File: config.mk
export PLATFORM = sky130hd
export DESIGN_NAME = idex_reg
export DESIGN_NICKNAME = d
export VERILOG_FILES = /design/src/rtl/idex_reg.sv
export SDC_FILE = /design/constraint.sdc
export NUM_CORES = 1
export LEC_CHECK = 0
export ABC_AREA = 1
export BUFFER_PORTS_ARGS = -buffer_cell sky130_fd_sc_hd__buf_2
export CAP_MARGIN = 20
export CORE_ASPECT_RATIO = 1.25
export CORE_UTILIZATION = 30
export DETAILED_ROUTE_END_ITERATION = 6
export PLACE_DENSITY = 0.67
export SETUP_SLACK_MARGIN = 0.02
export SKIP_LAST_GASP = 1
export SLEW_MARGIN = 10
export SYNTH_ARGS = -nofsm -noshare
export SYNTH_HDL_FRONTEND = slang
export SYNTH_SLANG_ARGS = --single-unit
File: constraint.sdc
create_clock -name clk_i -period 4.4 [get_ports clk_i]
set_input_delay 0.44 -clock clk_i [delete_from_list [all_inputs] [get_ports clk_i]]
set_output_delay 0.44 -clock clk_i [all_outputs]
set_load 0.02 [all_outputs]
File: src/rtl/idex_reg.sv
// idex_reg: ID/EX pipeline register with load-use hazard detection,
// registered forwarding selects and a saturating stall counter.
// Build option: IDEX_FORW_PRECOMPUTE_EN. When it is defined, forwarding
// selects are precomputed and only load-use hazards stall. When it is
// undefined, the selects are tied to 00 and any RAW match against EX or
// EX/MEM stalls the pipeline instead.
module idex_reg #(
  parameter int STALL_CNT_W = 16
) (
  input  logic                   clk_i,
  input  logic                   rst_i,
  input  logic                   flush_i,
  input  logic                   id_valid_i,
  input  logic [6:0]             id_op_i,
  input  logic [4:0]             id_rs1_i,
  input  logic [4:0]             id_rs2_i,
  input  logic [4:0]             id_rd_i,
  input  logic                   id_reg_write_i,
  input  logic [31:0]            id_data1_i,
  input  logic [31:0]            id_data2_i,
  input  logic [31:0]            id_sdata_i,
  input  logic [31:0]            id_pc_i,
  input  logic [4:0]             exmem_rd_i,
  input  logic                   exmem_reg_write_i,
  output logic                   stall_o,
  output logic                   ex_valid_o,
  output logic                   ex_reg_write_o,
  output logic [6:0]             ex_op_o,
  output logic [4:0]             ex_rd_o,
  output logic [31:0]            ex_data1_o,
  output logic [31:0]            ex_data2_o,
  output logic [31:0]            ex_sdata_o,
  output logic [31:0]            ex_pc_o,
  output logic [1:0]             ex_forwA_o,
  output logic [1:0]             ex_forwB_o,
  output logic [STALL_CNT_W-1:0] stall_cnt_o
);

  localparam logic [6:0] OP_R      = 7'b0110011;
  localparam logic [6:0] OP_IMM    = 7'b0010011;
  localparam logic [6:0] OP_LOAD   = 7'b0000011;
  localparam logic [6:0] OP_STORE  = 7'b0100011;
  localparam logic [6:0] OP_BRANCH = 7'b1100011;
  localparam logic [6:0] OP_JALR   = 7'b1100111;

  logic                   valid_q, valid_d;
  logic                   reg_write_q, reg_write_d;
  logic [6:0]             op_q, op_d;
  logic [4:0]             rd_q, rd_d;
  logic [31:0]            data1_q, data1_d;
  logic [31:0]            data2_q, data2_d;
  logic [31:0]            sdata_q, sdata_d;
  logic [31:0]            pc_q, pc_d;
  logic [1:0]             forw_a_q, forw_a_d;
  logic [1:0]             forw_b_q, forw_b_d;
  logic [STALL_CNT_W-1:0] cnt_q, cnt_d;

  logic use_rs1, use_rs2;
  logic ex_prod, mem_prod;
  logic rs1_hit_ex, rs2_hit_ex, rs1_hit_mem, rs2_hit_mem;
  logic hazard, stall, bubble;

  // Decode which source specifiers the ID instruction actually reads.
  always_comb begin
    use_rs1 = 1'b0;
    use_rs2 = 1'b0;
    case (id_op_i)
      OP_R, OP_STORE, OP_BRANCH: begin
        use_rs1 = 1'b1;
        use_rs2 = 1'b1;
      end
      OP_IMM, OP_LOAD, OP_JALR: use_rs1 = 1'b1;
      default: ;
    endcase
  end

  // A producer never matches x0, so a nonzero rd makes the rs != 0 test implicit.
  assign ex_prod     = valid_q & reg_write_q & (rd_q != 5'd0);
  assign mem_prod    = exmem_reg_write_i & (exmem_rd_i != 5'd0);
  assign rs1_hit_ex  = use_rs1 & ex_prod & (id_rs1_i == rd_q);
  assign rs2_hit_ex  = use_rs2 & ex_prod & (id_rs2_i == rd_q);
  assign rs1_hit_mem = use_rs1 & mem_prod & (id_rs1_i == exmem_rd_i);
  assign rs2_hit_mem = use_rs2 & mem_prod & (id_rs2_i == exmem_rd_i);

`ifdef IDEX_FORW_PRECOMPUTE_EN
  assign hazard = (op_q == OP_LOAD) & (rs1_hit_ex | rs2_hit_ex);
`else
  assign hazard = rs1_hit_ex | rs2_hit_ex | rs1_hit_mem | rs2_hit_mem;
`endif

  assign stall   = id_valid_i & hazard & ~flush_i & ~rst_i;
  assign bubble  = flush_i | stall | ~id_valid_i;
  assign stall_o = stall;

  // Next-state: bubble by default, latch the ID fields when nothing blocks them.
  always_comb begin
    valid_d     = 1'b0;
    reg_write_d = 1'b0;
    op_d        = 7'd0;
    rd_d        = 5'd0;
    data1_d     = 32'd0;
    data2_d     = 32'd0;
    sdata_d     = 32'd0;
    pc_d        = 32'd0;
    forw_a_d    = 2'b00;
    forw_b_d    = 2'b00;
    if (!bubble) begin
      valid_d     = 1'b1;
      reg_write_d = id_reg_write_i;
      op_d        = id_op_i;
      rd_d        = id_rd_i;
      data1_d     = id_data1_i;
      data2_d     = id_data2_i;
      sdata_d     = id_sdata_i;
      pc_d        = id_pc_i;
`ifdef IDEX_FORW_PRECOMPUTE_EN
      forw_a_d    = rs1_hit_ex ? 2'b01 : (rs1_hit_mem ? 2'b10 : 2'b00);
      forw_b_d    = rs2_hit_ex ? 2'b01 : (rs2_hit_mem ? 2'b10 : 2'b00);
`endif
    end
    cnt_d = cnt_q;
    if (stall && (cnt_q != {STALL_CNT_W{1'b1}})) begin
      cnt_d = cnt_q + {{(STALL_CNT_W-1){1'b0}}, 1'b1};
    end
  end

  // Pipeline register and stall counter with synchronous reset.
  always_ff @(posedge clk_i) begin
    if (rst_i) begin
      valid_q     <= 1'b0;
      reg_write_q <= 1'b0;
      op_q        <= 7'd0;
      rd_q        <= 5'd0;
      data1_q     <= 32'd0;
      data2_q     <= 32'd0;
      sdata_q     <= 32'd0;
      pc_q        <= 32'd0;
      forw_a_q    <= 2'b00;
      forw_b_q    <= 2'b00;
      cnt_q       <= '0;
    end else begin
      valid_q     <= valid_d;
      reg_write_q <= reg_write_d;
      op_q        <= op_d;
      rd_q        <= rd_d;
      data1_q     <= data1_d;
      data2_q     <= data2_d;
      sdata_q     <= sdata_d;
      pc_q        <= pc_d;
      forw_a_q    <= forw_a_d;
      forw_b_q    <= forw_b_d;
      cnt_q       <= cnt_d;
    end
  end

  assign ex_valid_o     = valid_q;
  assign ex_reg_write_o = reg_write_q;
  assign ex_op_o        = op_q;
  assign ex_rd_o        = rd_q;
  assign ex_data1_o     = data1_q;
  assign ex_data2_o     = data2_q;
  assign ex_sdata_o     = sdata_q;
  assign ex_pc_o        = pc_q;
  assign ex_forwA_o     = forw_a_q;
  assign ex_forwB_o     = forw_b_q;
  assign stall_cnt_o    = cnt_q;

endmodule

---- Word-level counts from Yosys, hierarchy flattened ----
Index checks and enable logic that the tools add are counted.
storage, ports and cells
  register bits after elaboration ......... 158
  word-level logic and storage cells ...... 52
  bits of input ports ..................... 161
  output and inout port bits .............. 163
cells by class
  equality and inequality tests ........... 11
  reductions and logical operators ........ 6
  mux-type cells .......................... 3
  bitwise logic cells ..................... 22
  $add $sub $neg .......................... 1
operators by type and width
  cell                   count
  $eq 5x5->1             4
  $add 16x1->16 const B  1
  $ne 16x16->1 const B   1
  $and 1x1->1            14
  $eq 7x6->1 const B     2
  $eq 7x7->1 const B     2
  $reduce_bool 5->1      2
  $eq 7x2->1 const B     1
  $eq 7x5->1 const B     1
  $reduce_or 6->1        1
  $or 1x1->1             5
  $mux 1                 3
  $not 1->1              3
  $reduce_or 3->1        1
  $reduce_or 2->1        1
  $logic_and 1x1->1      1

---- Depth between registers and ports, before layout ----
  word-level depth ........................ 14
  depth in mapped cells ................... 14
  depth with buffers taken out ............ 14

---- Worst setup path after synthesis ----
No wires, ideal clock.
  path kind ............................... flip-flop to flip-flop
  start ................................... reg cnt_q[1] (netlist: stall_cnt_o[1])
  end ..................................... reg cnt_q[2] (netlist: stall_cnt_o[2])
  data required time ...................... 4.282 ns
  slack ................................... 2.600 ns
  setup time .............................. 0.118 ns
  buffers on the path ..................... 1
  stages on the path, launching flop included .. 14
  clock period less this slack ............ 1.800 ns
  arrival time ............................ 1.682 ns
  cells stage by stage .................... dfxtp_1 > ha_1 > nand2_1 > inv_1 > nand3_4 > nor2_2 > inv_2 > nor3_2 > nand2_1 > nand3_4 > buf_6 > o21ai_2 > nand2_1 > nor2_1
between the ends
  cells in the longest elaborated chain, start to end .. 2
  elaborated cells between the ends (all ways) .. 3
  those cells by class .................... add/sub: 1; eq/ne: 1; reduce/logical: 1
RTL lines
  item                                                   RTL line  RTL
  start: declaration                                     56        logic [STALL_CNT_W-1:0] cnt_q, cnt_d;
  start signal: assignment                               152       cnt_q <= cnt_d;
  branches (longest 2 deep; another with $add 16x1->16)  n/a
Several ways; the timed one is not identified.
A chain may end at the register's enable or synchronous reset.

---- Worst setup path in the final report ----
  start ................................... reg rd_q[0] (netlist: ex_rd_o[0])
  end ..................................... reg data1_q[25] (netlist: ex_data1_o[25])
between the ends
  cells in the longest elaborated chain, start to end .. 13
  elaborated cells between the ends (all ways) .. 17
  those cells by class .................... eq/ne: 2; bitwise: 13; reduce/logical: 2
RTL lines
  item                                                 RTL line  RTL
  start: declaration                                   49        logic [4:0] rd_q, rd_d;
  start signal: assignment                             145       rd_q <= rd_d;
  $reduce_bool 5->1                                    78        assign ex_prod = valid_q & reg_write_q & (rd_q != 5'd0);
  $and 1x1->1                                          78
  $and 1x1->1, on equally long branches (2 in series)  80, 81
  $or 1x1->1 * (3 in series)                           88        assign hazard = rs1_hit_ex | rs2_hit_ex | rs1_hit_mem | rs2_hit_mem;
  $and 1x1->1 * (3 in series)                          91        assign stall = id_valid_i & hazard & ~flush_i & ~rst_i;
  $or 1x1->1 * (2 in series)                           92        assign bubble = flush_i | stall | ~id_valid_i;
  $reduce_or 2->1 (no line) *                          n/a
  end signal: assignment                               146       data1_q <= data1_d;
  end: declaration                                     50        logic [31:0] data1_q, data1_d;
Mark *: on every way between the ends. The rest lies on a longest branch, timed or not.

==> results.md <==
- The number of global-route vias before repair is 4476.
- The worst vdd rail ir drop is 212 µV.
- The number of buffers added for setup after CTS is 0.
- The accumulated negative setup slack is 0 ns.
- The proportion of layout cells with a drive suffix above 1 is between 40% and 50%.
- The number of top-level pins is 324.
- The run finished with clean final reports.
- The arrival time at the worst endpoint is 2.61 ns.
- The total congestion overflow after global routing is 0.
- The routability congestion estimate is slightly below 0.9.
- The number of H-tree levels is 4.
- Summed over all nets, the half-perimeter wirelength after detailed placement is 10600 µm.
- The cell sitting at the root of the clock tree is a sky130_fd_sc_hd__clkbuf_16.
- The clock tree skew after final layout is 0.0138 ns.
- Setup violations remaining at the end of the flow were counted as 0.
- The slowest stage of the critical path belongs to the cell sky130_fd_sc_hd__inv_8.
- Including well taps, the total number of placed cells is 1223.
- Ranked by total cell area, the synthesized netlist is headed by sky130_fd_sc_hd__dfxtp_1, sky130_fd_sc_hd__nor2_4, sky130_fd_sc_hd__inv_1.
- The maximum clock frequency is roughly 430 MHz.
- The min-delay analysis places its worst path in the category in2reg.
- The CTS tree is done.
- The largest total area in the synthesized netlist belongs to sky130_fd_sc_hd__dfxtp_1.
- The cell count after synthesis is around 650.
- The critical path is of the reg2reg type.
- The yosys synthesis warning count is 0.
- The placeable core region is 0.0194 mm².
- Input and output buffers added on the ports amount to 319.
- The startpoint class of the critical path is a flip-flop.
- On the final layout, the worst hold slack is 0.220 ns.
- The max-cap check violation count is 0.
- Post-CTS repair changed the size of 0 cells.
- The count of flip-flops with a built-in enable after synthesis is 0.
- The total of fill cells in the finished design is just under 2k.
- The mean instance size in the synthesized netlist is between 9 and 10 µm².
- Setup repair after global routing left no endpoint under its margin.
- Timing analysis after detailed placement gives a worst setup slack of 1.87 ns.
- The residual DRC count is 0.
- The total number of vias is 4776.
- The fraction of registers with async set/reset is 0%.
- The area share of the largest cell type after synthesis is 53.5%.
- No sink is reached through more buffers than the 2 on the longest clock path.
- The number of hold violations in the final report is 0.
- The area added between synthesis and finish is 40.1%.
- The part of the cycle the worst path needs is 52.6%.
- The register bit count reported by yosys is between 150 and 200.
- The count of pins over their slew limit is 0.
- The proportion of synthesized chip area in sequential cells is 53.5%.
- The finished layout holds 1257 standard cells, fillers aside.
- The initial utilization of the core area, before any placement, comes to 30.5%.
- The mapped netlist covers slightly below 0.006 mm².
- The remaining antenna violation count is 0.
- The data required time of the worst path is 4.70 ns.
- The area of the die is between 0.02 and 0.025 mm².
- The detailed-routing iteration count for the pre-antenna-repair pass is 4.
- After clock tree synthesis, the flow added hold-fix buffers numbering 0.
- The number of antenna violations at the first check in global routing is 2.
- The site row count is 57.
- The first global-routing pass estimated 21500 µm of wire.
- The smallest clock period supported by the final layout is computed as between 2 and 2.5 ns.
- Clock tree synthesis found a total of about 160 sinks.
- In this run the tightest slew margin relative to its limit is 52.0%.
- For the worst-skew pair, the clock arrives at the later sink with an insertion delay of 0.42 ns.
- Among all flip-flop cells after synthesis, the most frequent one is sky130_fd_sc_hd__dfxtp_1.
- The all-layer global routing usage is 13.8%.
- Along the worst path, the maximum fanout reaches 75.
- The largest net degree at the start of global routing is 76.
- The number of nets in the final layout is 1139.
- Traced cell by cell, the critical path runs through xnor2_1, nand2_1, nor2_1, nand3_1, nand2_1, nand2_2, nand2_4, nor2_4, inv_8, buf_12, nor2_1.
- Once routing completed, OpenROAD measured the worst setup slack at ~2.1 ns.
- The width of the die is between 100 and 150 µm.
- STA classifies the critical path endpoint as a flip-flop.
- The total clock buffers created by CTS is 17.
- At the end of the flow the core is filled with cells to 42.7%.
- The library cell with the highest instance count after synthesis is sky130_fd_sc_hd__inv_1.
- Power spread over the standard cell area amounts to 395 mW/mm².
- The vias per cell is 3.80.
- The initial DRC count is 185.
- Sorting the synthesized cells by how often they occur yields sky130_fd_sc_hd__inv_1, sky130_fd_sc_hd__dfxtp_1, sky130_fd_sc_hd__nor2_1.
- The detailed-route wire length per cell is 11.1 µm.
- The transition time at the pin with the least slew margin is 0.720 ns.
- After clock tree synthesis, the clock-pin slew on the worst setup and hold paths is about 0.08 ns.
- The leakage power figure is 4.62 nW.
- The routed wire length is 13900 µm.
- The largest stage delay on the critical path is 0.48 ns.
- Yosys mapped the design onto 33 distinct sky130hd cell types.
- The vertical die dimension is 159 µm.
==> final timing paths <==
path / from / end / slack, ns / depth (start not counted)
hold reg to reg: stall_cnt_o[1] / stall_cnt_o[1] / 0.51 / 2
setup reg to reg: ex_rd_o[0] / ex_data1_o[25] / 2.08 / 11
hold / removal: id_data1_i[4] / ex_data1_o[4] / 0.22 / 3
setup / recovery: ex_rd_o[0] / ex_data1_o[25] / 2.08 / 11
==> layout by cell type, fill, tap and decap left out, types with 2 or more instances in the layout <==
cell type	n
sky130_fd_sc_hd__xor2_1	10
sky130_fd_sc_hd__diode_2	2
sky130_fd_sc_hd__nor3_1	5
sky130_fd_sc_hd__nor2_2	4
sky130_fd_sc_hd__conb_1	4
sky130_fd_sc_hd__nand3_1	13
sky130_fd_sc_hd__buf_4	2
sky130_fd_sc_hd__dfxtp_1	158
sky130_fd_sc_hd__xnor2_1	6
sky130_fd_sc_hd__inv_8	7
sky130_fd_sc_hd__a21oi_1	7
sky130_fd_sc_hd__nand3b_1	2
sky130_fd_sc_hd__o21ai_0	4
sky130_fd_sc_hd__nor2_1	110
sky130_fd_sc_hd__nor3_2	2
sky130_fd_sc_hd__nor2_4	61
sky130_fd_sc_hd__nand2_2	2
sky130_fd_sc_hd__nand3_4	2
sky130_fd_sc_hd__o21ai_2	5
sky130_fd_sc_hd__nand4_1	5
sky130_fd_sc_hd__buf_2	319
sky130_fd_sc_hd__inv_2	3
sky130_fd_sc_hd__clkinv_4	4
sky130_fd_sc_hd__clkbuf_16	17
sky130_fd_sc_hd__clkinv_8	4
sky130_fd_sc_hd__nand2_1	51
sky130_fd_sc_hd__inv_1	173
==> worst max-delay path, delay by kind of cell (launching register included) <==
kind / cells / cell delay [ns]
buffers and inverters: 2 / 0.87
AND/OR/NAND/NOR: 8 / 0.63
flip-flops: 1 / 0.43
XOR/XNOR: 1 / 0.14
==> per-stage QoR <==
step	cell area [µm²]	total power, W
2_1_floorplan	5920	0.00168
3_3_place_gp	7650	0.00179
6_report	8280	0.00327
4_1_cts	8280	0.00332
5_1_grt	8280	0.00341
3_5_place_dp	7650	0.00179
==> area by class of cell <==
cell class              count  area [µm²]  share of cell area, %
diodes                      2        5.00                 0.0604
clock buffers              17         425                   5.14
clock inverters            15         198                   2.39
inverters                 177         672                   8.11
multi-input cells         301        1850                   22.4
flip-flops and latches    158        3160                   38.2
well taps                 265         332                   4.00
repair buffers            322        1630                   19.7
==> where the power goes <==
group | internal, W | leakage (nW) | switching, W
registers | 0.00146 | 1.28 | 0.00000961
logic | 0.000112 | 3.03 | 0.000170
clock network | 0.000824 | 0.304 | 0.000690
total | 0.00240 | 4.62 | 0.000870
==> layer usage <==
| metal | track usage [%] | wire length, µm | share of wire (%) |
|---|---|---|---|
| met2 | 24.3 | 6950 | 50 |
| met5 | 0 | 0 | 0 |
| met4 | 5.95 | 282 | 2.0 |
| met1 | 14.5 | 5500 | 40 |
| met3 | 5.39 | 1180 | 8.5 |
==> flip-flops by register name, summed over array words and instances (netlist names) <==
name,cells
ex_data1_o,32
ex_data2_o,32
ex_op_o,7
ex_pc_o,32
ex_rd_o,5
ex_reg_write_o,1
ex_sdata_o,32
ex_valid_o,1
stall_cnt_o,16
==> cell families (layout without fill, tap and decap cells) <==
| logic type | count (synthesis) | in the layout | share of synthesized area [%] |
|---|---|---|---|
| xor+xnor | 16 | 16 | 2.37 |
| simple gates | 260 | 260 | 26.1 |
| other cells | 1 | 6 | 0.0635 |
| flops | 158 | 158 | 53.5 |
| fa+ha+maj | 1 | 1 | 0.212 |
| compound gates | 20 | 20 | 2.39 |
| buf+inv | 198 | 531 | 15.3 |
Note: power is estimated with default switching activity, not from simulation.
